### src/rtl/memory_stage.sv
`default_nettype none
// ============================================================================
// Module      : memory_stage
// Description : MEM stage of a 5-stage pipeline with a MEM/WB register.
//               Loads and stores go out on a req/ack data-memory bus. When the
//               ack does not arrive in the issue cycle, the request is held and
//               the upstream stages are stalled until the ack arrives.
//               Optional macro MEM_TIMEOUT_EN adds an 8-bit wait-state timeout.
//               On timeout the access is aborted and buserrW pulses for one
//               cycle.
// Revision    : 1.0 - initial release
// ----------------------------------------------------------------------------
// Ports
//   clk, rst_n        : clock; synchronous active-low reset
//   regwriteM, memrwM,
//   wbselM, rdM,
//   ALUresM, data_writeM,
//   pc4M              : M-stage control and operands
//   dmem_req/we/addr/
//   wdata/rdata/ack   : data-memory request/acknowledge bus
//   stallM            : freeze upstream stages while an access is pending
//   regwriteW, wbselW,
//   rdW, ALUresW,
//   readdataW, pc4W   : MEM/WB register outputs
//   resultW           : writeback mux result (forwarding source)
//   buserrW           : one-cycle timeout-abort flag (0 without MEM_TIMEOUT_EN)
// ============================================================================
module memory_stage (
  input  logic        clk,
  input  logic        rst_n,
  input  logic        regwriteM,
  input  logic        memrwM,
  input  logic [1:0]  wbselM,
  input  logic [4:0]  rdM,
  input  logic [31:0] ALUresM,
  input  logic [31:0] data_writeM,
  input  logic [31:0] pc4M,
  output logic        dmem_req,
  output logic        dmem_we,
  output logic [31:0] dmem_addr,
  output logic [31:0] dmem_wdata,
  input  logic [31:0] dmem_rdata,
  input  logic        dmem_ack,
  output logic        stallM,
  output logic        regwriteW,
  output logic [1:0]  wbselW,
  output logic [4:0]  rdW,
  output logic [31:0] ALUresW,
  output logic [31:0] readdataW,
  output logic [31:0] pc4W,
  output logic [31:0] resultW,
  output logic        buserrW
);

  typedef enum logic [0:0] {
    ST_IDLE = 1'b0,
    ST_WAIT = 1'b1
  } state_t;

  state_t      state_q, state_d;

  // Request fields held stable while waiting for the ack
  logic        req_we_q, req_we_d;
  logic [31:0] req_addr_q, req_addr_d;
  logic [31:0] req_wdata_q, req_wdata_d;

  // MEM/WB register
  logic        regwrite_q, regwrite_d;
  logic [1:0]  wbsel_q, wbsel_d;
  logic [4:0]  rd_q, rd_d;
  logic [31:0] alures_q, alures_d;
  logic [31:0] readdata_q, readdata_d;
  logic [31:0] pc4_q, pc4_d;

  logic        access;
  logic        is_load;
  logic        capture;
  logic        load_done;
  logic        timeout_abort;

  assign access  = memrwM | (wbselM == 2'b00);
  assign is_load = (wbselM == 2'b00) & ~memrwM;

`ifdef MEM_TIMEOUT_EN
  logic [7:0] tmo_cnt_q, tmo_cnt_d;
  logic       buserr_q, buserr_d;

  // The counter value 255 is reached after 255 un-acked WAIT cycles; the
  // following WAIT cycle aborts if the ack still has not arrived.
  assign timeout_abort = (state_q == ST_WAIT) & ~dmem_ack & (tmo_cnt_q == 8'hFF);

  always_comb begin
    tmo_cnt_d = tmo_cnt_q;
    buserr_d  = 1'b0;
    if (!rst_n) begin
      tmo_cnt_d = 8'd0;
    end else if ((state_q == ST_IDLE) && (state_d == ST_WAIT)) begin
      tmo_cnt_d = 8'd0;
    end else if ((state_q == ST_WAIT) && !dmem_ack) begin
      tmo_cnt_d = tmo_cnt_q + 8'd1;
    end
    if (rst_n && timeout_abort) begin
      buserr_d = 1'b1;
    end
  end

  always_ff @(posedge clk) begin
    if (!rst_n) begin
      tmo_cnt_q <= 8'd0;
      buserr_q  <= 1'b0;
    end else begin
      tmo_cnt_q <= tmo_cnt_d;
      buserr_q  <= buserr_d;
    end
  end

  assign buserrW = buserr_q;
`else
  assign timeout_abort = 1'b0;
  assign buserrW       = 1'b0;
`endif

  // --------------------------------------------------------------------------
  // FSM next state, bus outputs, stall and capture enable
  // --------------------------------------------------------------------------
  always_comb begin
    state_d     = state_q;
    req_we_d    = req_we_q;
    req_addr_d  = req_addr_q;
    req_wdata_d = req_wdata_q;
    dmem_req    = 1'b0;
    dmem_we     = memrwM;
    dmem_addr   = {ALUresM[31:2], 2'b00};
    dmem_wdata  = data_writeM;
    stallM      = 1'b0;
    capture     = 1'b0;
    load_done   = 1'b0;

    case (state_q)
      ST_IDLE: begin
        if (access) begin
          dmem_req = 1'b1;
          if (dmem_ack) begin
            capture   = 1'b1;
            load_done = is_load;
          end else begin
            stallM      = 1'b1;
            req_we_d    = memrwM;
            req_addr_d  = {ALUresM[31:2], 2'b00};
            req_wdata_d = data_writeM;
            state_d     = ST_WAIT;
          end
        end else begin
          capture = 1'b1;
        end
      end
      ST_WAIT: begin
        dmem_req   = 1'b1;
        dmem_we    = req_we_q;
        dmem_addr  = req_addr_q;
        dmem_wdata = req_wdata_q;
        if (dmem_ack) begin
          // The upstream stages were frozen, so the M inputs still describe
          // the instruction that owns this access.
          capture   = 1'b1;
          load_done = is_load;
          state_d   = ST_IDLE;
        end else if (timeout_abort) begin
          capture = 1'b1;
          state_d = ST_IDLE;
        end else begin
          stallM = 1'b1;
        end
      end
      default: begin
        state_d = ST_IDLE;
      end
    endcase

    // Reset overrides everything: no request, no stall, no capture.
    if (!rst_n) begin
      dmem_req  = 1'b0;
      stallM    = 1'b0;
      capture   = 1'b0;
      load_done = 1'b0;
      state_d   = ST_IDLE;
    end
  end

  // --------------------------------------------------------------------------
  // MEM/WB register next values. A stalled cycle inserts a bubble by clearing
  // only regwrite; all other fields hold.
  // --------------------------------------------------------------------------
  always_comb begin
    regwrite_d = 1'b0;
    wbsel_d    = wbsel_q;
    rd_d       = rd_q;
    alures_d   = alures_q;
    readdata_d = readdata_q;
    pc4_d      = pc4_q;
    if (capture) begin
      regwrite_d = regwriteM & (rdM != 5'd0) & ~timeout_abort;
      wbsel_d    = wbselM;
      rd_d       = rdM;
      alures_d   = ALUresM;
      pc4_d      = pc4M;
      if (load_done) begin
        readdata_d = dmem_rdata;
      end
    end
  end

  always_ff @(posedge clk) begin
    if (!rst_n) begin
      state_q     <= ST_IDLE;
      req_we_q    <= 1'b0;
      req_addr_q  <= 32'd0;
      req_wdata_q <= 32'd0;
      regwrite_q  <= 1'b0;
      wbsel_q     <= 2'b00;
      rd_q        <= 5'd0;
      alures_q    <= 32'd0;
      readdata_q  <= 32'd0;
      pc4_q       <= 32'd0;
    end else begin
      state_q     <= state_d;
      req_we_q    <= req_we_d;
      req_addr_q  <= req_addr_d;
      req_wdata_q <= req_wdata_d;
      regwrite_q  <= regwrite_d;
      wbsel_q     <= wbsel_d;
      rd_q        <= rd_d;
      alures_q    <= alures_d;
      readdata_q  <= readdata_d;
      pc4_q       <= pc4_d;
    end
  end

  assign regwriteW = regwrite_q;
  assign wbselW    = wbsel_q;
  assign rdW       = rd_q;
  assign ALUresW   = alures_q;
  assign readdataW = readdata_q;
  assign pc4W      = pc4_q;

  // Writeback mux: 11 is reserved and behaves like 01.
  always_comb begin
    case (wbsel_q)
      2'b00:   resultW = readdata_q;
      2'b10:   resultW = pc4_q;
      default: resultW = alures_q;
    endcase
  end

endmodule
`default_nettype wire

### config.mk
export PLATFORM = sky130hd
export DESIGN_NAME = memory_stage
export DESIGN_NICKNAME = d
export VERILOG_FILES = /design/src/rtl/memory_stage.sv
export SDC_FILE = /design/constraint.sdc
export NUM_CORES = 1
export LEC_CHECK = 0
export BUFFER_PORTS_ARGS = -buffer_cell sky130_fd_sc_hd__buf_2
export CORE_MARGIN = 5
export CORE_UTILIZATION = 45
export DETAILED_ROUTE_END_ITERATION = 10
export PLACE_DENSITY = 0.79
export SLEW_MARGIN = 10
export SYNTH_ARGS = -nofsm -noshare
export SYNTH_HDL_FRONTEND = slang
export SYNTH_SLANG_ARGS = --single-unit
### constraint.sdc
create_clock -name clk -period 1.9 [get_ports clk]
set_clock_uncertainty 0.15 [all_clocks]
set_input_delay 0 -clock clk [delete_from_list [all_inputs] [get_ports clk]]
set_output_delay 0 -clock clk [all_outputs]
set_load 0.1 [all_outputs]
==> impl_metrics.yaml <==
outcome:
  status: "finished with violations"
  violations: "setup timing"
route:
  vias: 8249
  drt-total-wl_um: 33600
  vias_per_cell: 5.52
  wl_per_cell_um: 22.5
  ant_nets: 0
  drc_errors: 0
  drt_iter0_markers: 507
  dr.pass1.iters: 5
layout:
  n_fill_cell: 848
  drive_gt1_share_pct: 45.2
  fin_util_pct: 82.1
  multiInputGateArea_um2: 4070
  fin_nets: 1401
  finalNonFillerCells: 1494
  area_delta_synth_final_pct: 80.0
  ff_latch_area_um2: 3450
critical_path:
  rr_worst_depth: 4
  arrival_ps: 2150
  reg2reg_slack_ps: 260
  crit_type: "in2reg"
  crit_fanout: 8
  worstSetupStartpointType: "input port"
  cp-end-kind: "register"
  startpoint: "memrwM"
  cp-endpoint: "readdataW[17]"
  required_ps: 2110
  r2r_end: "ALUresW[10]"
  rr_startpoint: "state_q"
sta:
  hold_viol: 0
  min_period_ps: 1940
  fin_crit_sh_pct: 102
  worst_pin_slew_ps: 530
  maxSlewHeadroom_pct: 64.9
  tns_ps: -134
  max_freq_ghz: 0.514
  rsz0062_at_grt: "true"
  final-max-slew-violation-count: 0
  setup_viol: 5
  fin_ws_ps: -44.4
cts:
  cts_root_buffer: "clkbuf_16"
  cts_num_sinks: 168
  cts_buffers: 17
  cts.reportedPaths.clkPinSlew_ps: 70
  cts_tree: "yes"
  worstSkewPairLatency_ps: 420
  clockBufferDepth: 2
  htree_levels: 4
global_route:
  grt_usage_pct: 32.1
  first_global_vias: 8646
  top_usage_layer: "met2"
  overflow: 0
  grt_first_pass_wirelength_um: 49300
  grtUsageMet1_pct: 35.8
  antenna_found_initial: 0
  grt_max_degree: 87
  grtUsageMet2_pct: 57.3
  use_met3_pct: 7.21
placement:
  hpwl_um: 18200
  place_inst: 1276
  gp_congestion: 0.898
  io_buffers: 340
die:
  ios: 344
  dieArea_um2: 19400
  num_rows: 47
  core_region_area_um2: 16500
  die_y_um: 139
  start_util_pct: 45.6
  dieWidth_um: 139
logic_synthesis:
  synth-seq-cells: 168
  yosys_warnings: 0
  yosysUniqueCellTypes: 24
  syn_area_um2: 7510
  synth.most_common_cell: "nand2_1"
  synth_common_cells: "189 x nand2_1, 168 x dfxtp_1, 126 x mux2i_1"
  yosysTopAreaCellShare_pct: 44.8
  ys_seq_area_share_pct: 44.8
  synth_edf_count: 0
  synth_area_leaders: "dfxtp_1 45%, mux2i_1 17%, mux2_2 9.4%"
  synth_area_per_cell_um2: 9.83
  ys.flop_type: "dfxtp_1"
  yosysTopAreaCell: "dfxtp_1"
  synth_cells: 764
  synth_async_sr_flop_share_pct: 0
hold_path:
  min_path_type: "in2reg"
flow_run:
  cap_viol_max_count: 0
pwr:
  power_density_nw_per_um2: 877
  leakage_nw: 6.26
  vdd_drop_max_mv: 0.684
[cell usage in the layout, fill, tap and decap left out, types with 3 or more instances in the layout]
cell type / n
dfxtp_4: 3
dfxtp_1: 103
bufinv_16: 3
mux2_2: 63
a32o_1: 42
buf_2: 241
buf_12: 76
o21ai_4: 32
dlymetal6s4s_1: 5
o2bb2ai_1: 30
clkbuf_16: 21
mux2i_2: 6
dlygate4sd3_1: 166
buf_4: 49
conb_1: 3
inv_1: 33
mux2i_1: 118
nand2_1: 189
clkinvlp_4: 3
dfxtp_2: 62
[sequential cells by signal, indices dropped and copies added, names as in the netlist]
signal	count
ALUresW	32
pc4W	32
readdataW	32
req_wdata_q	32
req_addr_q	30
rdW	5
wbselW	2
regwriteW	1
req_we_q	1
state_q	1
[worst min path at each step]
stage	start	to	slack [ps]	cells past startpoint
6_report	rst_n	regwriteW	30	3
2_1_floorplan	dmem_rdata[0]	readdataW[0]	-20	2
3_5_place_dp	dmem_rdata[31]	readdataW[31]	90	3
4_1_cts	rst_n	req_wdata_q[10]	9	4
5_1_grt	rst_n	regwriteW	20	3
3_3_place_gp	dmem_rdata[14]	readdataW[14]	80	3
[routing by layer]
layer  vias up  wire length [µm]
met4         0              1890
met5         -                 0
li1       3650                 -
met3       140              2270
met1      3941             12300
met2       518             17100
[stage by stage]
stage / worst slack, ps / cell area, µm² / hold WS (ps) / power (mW)
finish: -44.4 / 13500 / 32.0 / 11.9
global route: -85.3 / 13500 / 23.6 / 12.2
CTS: 17.5 / 13400 / 9.44 / 11.7
detailed placement: 219 / 10800 / 87.5 / 7.76
global placement: 296 / 10800 / 83.0 / 7.72
floorplan: -60.0 / 7980 / -21.8 / 6.76
[area by class of cell]
cell class                      count  area share [%]
Antenna cell                        1          0.0185
Clock buffer                       22            3.59
Clock inverter                      9            1.02
Inverter                           33           0.916
Multi-Input combinational cell    497            30.1
Sequential cell                   168            25.5
Tap cell                          220            2.04
Timing Repair Buffer              544            36.8
[worst max-delay path, cell delays in order]
cell and delay (ps):
dlygate4sd3_1 530, buf_2 170, nor4_4 240, buf_4 190, clkbuf_16 180, mux2i_4 230, dlygate4sd3_1 610
[logic make-up after synthesis]
logic type | after synthesis | share of synthesized area [%]
compound gates | 110 | 12.0
buf+inv | 101 | 6.85
flops | 168 | 44.8
mux | 189 | 26.2
other cells | 1 | 0.0499
simple gates | 195 | 10.1
[where the power goes]
group	internal [mW]	total (mW)	switching (mW)
logic	1.28	4.21	2.93
clock network	2.22	3.72	1.49
registers	3.74	3.93	0.192
[repair_timing]
| action | CTS | global route |
|---|---|---|
| pin swaps | 0 | 2 |
| gates cloned | 1 | 4 |
| setup buffers | 5 | 5 |
| hold endpoints to repair | 167 | 1 |
| gates resized for setup | 33 | 20 |
| hold buffers | 173 | 1 |
| endpoints found under the setup margin | 63 | 59 |
(Power assumes the default switching activity.)
